--- src/rtl/orion_clk_demux.sv ---
// rtl/orion_clk_demux.sv - clocked two-phase bundled-data demultiplexer (one token in flight)
// Define ORION_CLK_DEMUX_ERR_EN to add the sticky protocol-error output err.
module orion_clk_demux #(
  parameter int WIDTH       = 8,
  parameter int SYNC_STAGES = 2
) (
  input  logic             clk,
  input  logic             reset,
  input  logic             in_req,
  output logic             in_ack,
  input  logic             in_sel,
  input  logic [WIDTH-1:0] in_data,
  output logic             outA_req,
  input  logic             outA_ack,
  output logic             outB_req,
  input  logic             outB_ack,
  output logic [WIDTH-1:0] outA_data,
  output logic [WIDTH-1:0] outB_data
`ifdef ORION_CLK_DEMUX_ERR_EN
  ,
  output logic             err
`endif
);

  typedef enum logic {IDLE, BUSY} state_t;

  state_t                 state, state_n;
  logic [SYNC_STAGES-1:0] req_sync, ackA_sync, ackB_sync;
  logic                   req_s, ackA_s, ackB_s;
  logic                   sel_q, sel_n;
  logic [WIDTH-1:0]       data_q, data_n;
  logic                   in_ack_n, outA_req_n, outB_req_n;
  logic                   pending, sel_done;

  // Each two-phase input crosses into clk through its own flop chain.
  always_ff @(posedge clk) begin
    if (reset) begin
      req_sync  <= '0;
      ackA_sync <= '0;
      ackB_sync <= '0;
    end else begin
      req_sync  <= {req_sync[SYNC_STAGES-2:0], in_req};
      ackA_sync <= {ackA_sync[SYNC_STAGES-2:0], outA_ack};
      ackB_sync <= {ackB_sync[SYNC_STAGES-2:0], outB_ack};
    end
  end

  assign req_s  = req_sync[SYNC_STAGES-1];
  assign ackA_s = ackA_sync[SYNC_STAGES-1];
  assign ackB_s = ackB_sync[SYNC_STAGES-1];

  assign pending  = (req_s != in_ack);
  assign sel_done = sel_q ? (ackB_s == outB_req) : (ackA_s == outA_req);

  always_comb begin
    state_n    = state;
    sel_n      = sel_q;
    data_n     = data_q;
    in_ack_n   = in_ack;
    outA_req_n = outA_req;
    outB_req_n = outB_req;
    case (state)
      IDLE: begin
        if (pending) begin
          data_n   = in_data;
          sel_n    = in_sel;
          in_ack_n = ~in_ack;
          if (in_sel) outB_req_n = ~outB_req;
          else        outA_req_n = ~outA_req;
          state_n  = BUSY;
        end
      end
      BUSY: begin
        // The unselected channel's ack never releases the FSM.
        if (sel_done) state_n = IDLE;
      end
    endcase
  end

  always_ff @(posedge clk) begin
    if (reset) begin
      state    <= IDLE;
      sel_q    <= 1'b0;
      data_q   <= '0;
      in_ack   <= 1'b0;
      outA_req <= 1'b0;
      outB_req <= 1'b0;
    end else begin
      state    <= state_n;
      sel_q    <= sel_n;
      data_q   <= data_n;
      in_ack   <= in_ack_n;
      outA_req <= outA_req_n;
      outB_req <= outB_req_n;
    end
  end

  assign outA_data = data_q;
  assign outB_data = data_q;

`ifdef ORION_CLK_DEMUX_ERR_EN
  logic req_d, ackA_d, ackB_d, err_q;

  // Delayed copies expose each synchronized transition one edge after it lands.
  always_ff @(posedge clk) begin
    if (reset) begin
      req_d  <= 1'b0;
      ackA_d <= 1'b0;
      ackB_d <= 1'b0;
      err_q  <= 1'b0;
    end else begin
      req_d  <= req_s;
      ackA_d <= ackA_s;
      ackB_d <= ackB_s;
      if (((ackA_s != ackA_d) && (ackA_d == outA_req)) ||
          ((ackB_s != ackB_d) && (ackB_d == outB_req)) ||
          ((state == BUSY) && (req_s != req_d) && (req_d != in_ack)))
        err_q <= 1'b1;
    end
  end

  assign err = err_q;
`endif

endmodule
--- config.mk ---
export PLATFORM = sky130hd
export DESIGN_NAME = orion_clk_demux
export DESIGN_NICKNAME = d
export VERILOG_FILES = /design/src/rtl/orion_clk_demux.sv
export SDC_FILE = /design/constraint.sdc
export NUM_CORES = 1
export LEC_CHECK = 0
export ABC_AREA = 1
export BUFFER_PORTS_ARGS = -buffer_cell sky130_fd_sc_hd__buf_2
export CELL_PAD_IN_SITES_DETAIL_PLACEMENT = 1
export CELL_PAD_IN_SITES_GLOBAL_PLACEMENT = 1
export CORE_MARGIN = 1
export CORE_UTILIZATION = 30
export DETAILED_ROUTE_END_ITERATION = 10
export HOLD_SLACK_MARGIN = 0.02
export PLACE_DENSITY = 0.74
export SLEW_MARGIN = 20
export SYNTH_ARGS = -nofsm -noshare
export SYNTH_HDL_FRONTEND = slang
export SYNTH_SLANG_ARGS = --single-unit
--- constraint.sdc ---
create_clock -name clk -period 2.4 [get_ports clk]
set_clock_uncertainty 0.1 [all_clocks]
set_input_delay 0.24 -clock clk [delete_from_list [all_inputs] [get_ports clk]]
set_output_delay 0.24 -clock clk [all_outputs]
set_load 0.03 [all_outputs]
# Word level (Yosys, flattened, before mapping)
# Index checks and enable logic that the tools add are counted.
# W data, S select, Z words.
# totals
reg_bits	19
input_bits	14
# op_classes
n_eq_ne	3
n_mux	4
bitwise_logic	5
reduce_logical	3
# op_table
operator	n
$reduce_and A3 Y1	2
$not A1 Y1	5
$mux W1	3
$eq A1 B1 Y1	2
$pmux W1 S2	1
$reduce_and A2 Y1	1
$ne A1 B1 Y1	1

# Depth between registers and ports, before layout
# depth
word_depth	4
ltp_mapped	7
mapped_depth_nobuf	7

# Least setup slack after synthesis
# Ideal clock, no wire load.
# synth_timing
kind	register to register
startpoint	register in_ack
endpoint	register data_q[0] (netlist: outA_data[0])
setup_time_ps	113
t_arrival_ps	1131
setup_slack_ps	1055
path_stages_with_launch	7
path_buffers	1
path_cell_list	dfxtp_1 nor2_2 nor2_4 nand2_4 buf_6 o21ai_2 nor2_1
# synth_via
elab_chain_cells	2
# synth_lines
element	line	source
start, declared	10	output logic in_ack,
start signal, assigned	92	in_ack <= in_ack_n;
$ne A1 B1 Y1	52	assign pending = (req_s != in_ack);
$reduce_and A2 Y1 (no source line)	n/a	
end signal, assigned	91	data_q <= data_n;
end, declared	31	logic [WIDTH-1:0] data_q, data_n;
# Every way passes these cells.
# A chain may end at the register's enable or synchronous reset.

# Final worst setup path
# layout_timing
startpoint	register in_ack
endpoint	register data_q[5] (netlist: outA_data[5])
# Same word-level chain as after synthesis.

==> results by group <==
Logic synthesis
  – Syn avg cell area: 7.892 um^2
  – Most common cell in the synthesized netlist: nor2_1
  – Distinct cell type count after synthesis: 17
  – Ys Warns: 0
  – Cell area after synthesis: 820.8 um^2
  – Area contributors post-synth: dfxtp_1 (46%), nor2_1 (12%), o21ai_2 (8.5%), buf_4 (8.2%), inv_1 (6.9%)
  – Synth Flop Type: dfxtp_1
  – Synthesis-stage register bit count: 19
  – Synth cell count leaders: nor2_1 (27), dfxtp_1 (19), inv_1 (15), buf_4 (9), nand2_1 (9)
  – Synth top area share: 46.34%
  – Biggest area consumer among synthesized cells: dfxtp_1
  – Post-synthesis net count: 118
  – Post-synth EDFFs: 0
  – Sequential element share of the synthesized area: 46.34%
  – Mapped Cells: 104
  – Post-synth ARST share: 0%

Clock network
  – CTS buffer count: 3
  – Post-CTS Setup Repair Bufs: 0
  – Clock tree from TritonCTS: yes
  – CTS Buffer Depth: 2
  – Clk Tree Root Cell: clkbuf_4
  – Clock sink total: 19
  – Clk Latency, worst-skew pair: 0.29 ns
  – Clock transition at the registers of the reported paths: 0.11 ns
  – H-Tree Depth: 1

Place
  – I/O Buffers: 32
  – Final GP Congestion: 0.6953
  – Worst slack at placement: 1.108 ns
  – Post-DP HPWL: 1370 um

Job
  – Max Cap Viol: 0

Global route
  – Largest net degree at the start of global routing: 13
  – Initial antenna violation count: 0
  – Total GRT Usage: 14.06%
  – Grt total ovfl: 0
  – First-pass GRT wire length: 2877 um
  – Vias in the first global route: 693

Routing
  – Post-route ant nets: 0
  – Drt initial violations: 4
  – DRC: 0
  – Vias: 694
  – Routed len/inst: 10.87 um
  – DR vias/cell: 4.338
  – Drt first pass iters: 2
  – Routed WL: 1739 um

Setup path
  – Worst Path Max Fanout: 11
  – Crit. End Element: register
  – Worst EP arrival: 1.39 ns
  – Critical Path Start Type: register
  – Worst setup path class: register to register
  – Crit. Startpoint: in_ack
  – CP required: 2.50 ns
  – RR Startpoint: in_ack

Timing
  – Setup TNS: 0 ns
  – PnR worst setup slack: 1.112 ns
  – Part of the cycle the worst path needs: 53.66%
  – RSZ-0062 raised after global routing: no
  – Fmax achieved: 776.5 MHz
  – Rel. slew slack: 81.38%
  – Hold Vio Cnt, Final: 0
  – Tmin final: 1.288 ns
  – Slew Viols, Final: 0
  – Worst-Margin Slew: 0.2790 ns
  – Setup-failing EPs final: 0

Layout
  – Fill cells: 335
  – Layout cells sized above 1: 38.46%
  – Nets@finish: 145
  – Area grow syn2layout: 18.29%
  – Antenna diodes: 0
  – Register area: 380.4 um^2
  – Area of the multi-input gates: 292.8 um^2

Pwr
  – Leak Pwr: 0.0004975 uW
  – Max rail drop VDD: 369.5 uV
  – P per Cell Area: 718.1 nW/um^2

Outcome
  – Status: finished, final reports clean

Floorplan
  – Initial core utilization: 32.54%
  – Die H: 54.31 um
  – Row cnt: 18
  – IO Pins: 33
  – Core Area: 2522 um^2
  – Die Width: 54.31 um
  – Die ar.: 2949 um^2

Worst hold path
  – Hold_sp: outB_ack
  – Class of the worst hold path: input port to register
==> report_power, final <==
| group | switching, uW | internal [uW] |
|---|---|---|
| Combinational | 122 | 54.2 |
| Sequential | 17.3 | 340 |
| Clock | 99.7 | 64.7 |
==> worst paths after layout <==
| path | end | slack (ns) | cells past startpoint |
|---|---|---|---|
| setup reg to reg | outA_data[5] | 1.11 | 7 |
| hold reg to reg | ackB_sync[1] | 0.31 | 2 |
| setup / recovery | outA_data[5] | 1.11 | 7 |
| hold / removal | ackB_sync[0] | 0.03 | 3 |
==> cells in the final DEF (no fill, tap or decap), drive strengths merged, types with 3 or more instances in the layout <==
master / Yosys / routed
o21ai: 9 / 9
dfxtp: 19 / 19
inv: 17 / 17
clkbuf: 0 / 4
buf: 11 / 32
a21oi: 3 / 3
nor2: 29 / 29
nand2: 10 / 10
nand3: 5 / 5
==> state kept, by name (all words and copies together) (netlist names) <==
name       flops
outA_data      8
ackA_sync      2
ackB_sync      2
req_sync       2
in_ack         1
outA_req       1
outB_req       1
sel_q          1
state          1
==> cell type report <==
type                       count  share of cell area [%]
tap                           30                   3.866
multi-input combinational     57                   30.15
sequential                    19                   39.18
clock buffer                   4                   2.706
inverter                      17                   6.572
timing repair buffer          33                   17.53
==> critical path: stages, from the launching register on <==
cell and delay (ns):
dfxtp_1 0.40, nand2_1 0.07, inv_1 0.09, nor2_4 0.06, nand2_4 0.17, inv_2 0.11
nor2_1 0.14, nor2_1 0.06
==> what timing repair did <==
action	CTS	global route
resized for setup	0	0
setup endpoints to repair	0	0
endpoints found under the hold margin	0	1
hold buffers	0	1
==> metrics by stage <==
stage	power [uW]	utilization (%)	area (um^2)	hold WS (ns)	instances
2_1_floorplan	507.9	-	820.8	0.2470	104
3_3_place_gp	535.4	37.05	934.6	0.2921	155
3_5_place_dp	540.9	37.05	934.6	0.2995	155
4_1_cts	705.9	38.10	960.9	0.02531	159
5_1_grt	741.0	38.49	970.9	0.02223	160
6_report	697.2	38.49	970.9	0.03469	160
==> metal layers <==
metal | routed length [um] | share of wire (%) | track usage, % | vias up
met1 | 715 | 41 | 15.45 | 322
met2 | 932 | 54 | 25.20 | 14
met5 | 0 | 0 | 0 | -
met3 | 68 | 3.9 | 3.333 | 4
li1 | - | - | - | 354
met4 | 23 | 1.3 | 6.410 | 0
==> kinds of logic (layout without fill, tap and decap cells) <==
logic type	count (synthesis)	count (layout)	share of synthesized area (%)
buffers and inverters	28	54	17.99
flip-flops	19	19	46.34
AND/OR/NAND/NOR	45	45	23.78
AO/OA/AOI/OAI	12	12	11.89
No activity file was read; power rests on OpenSTA's default activity.
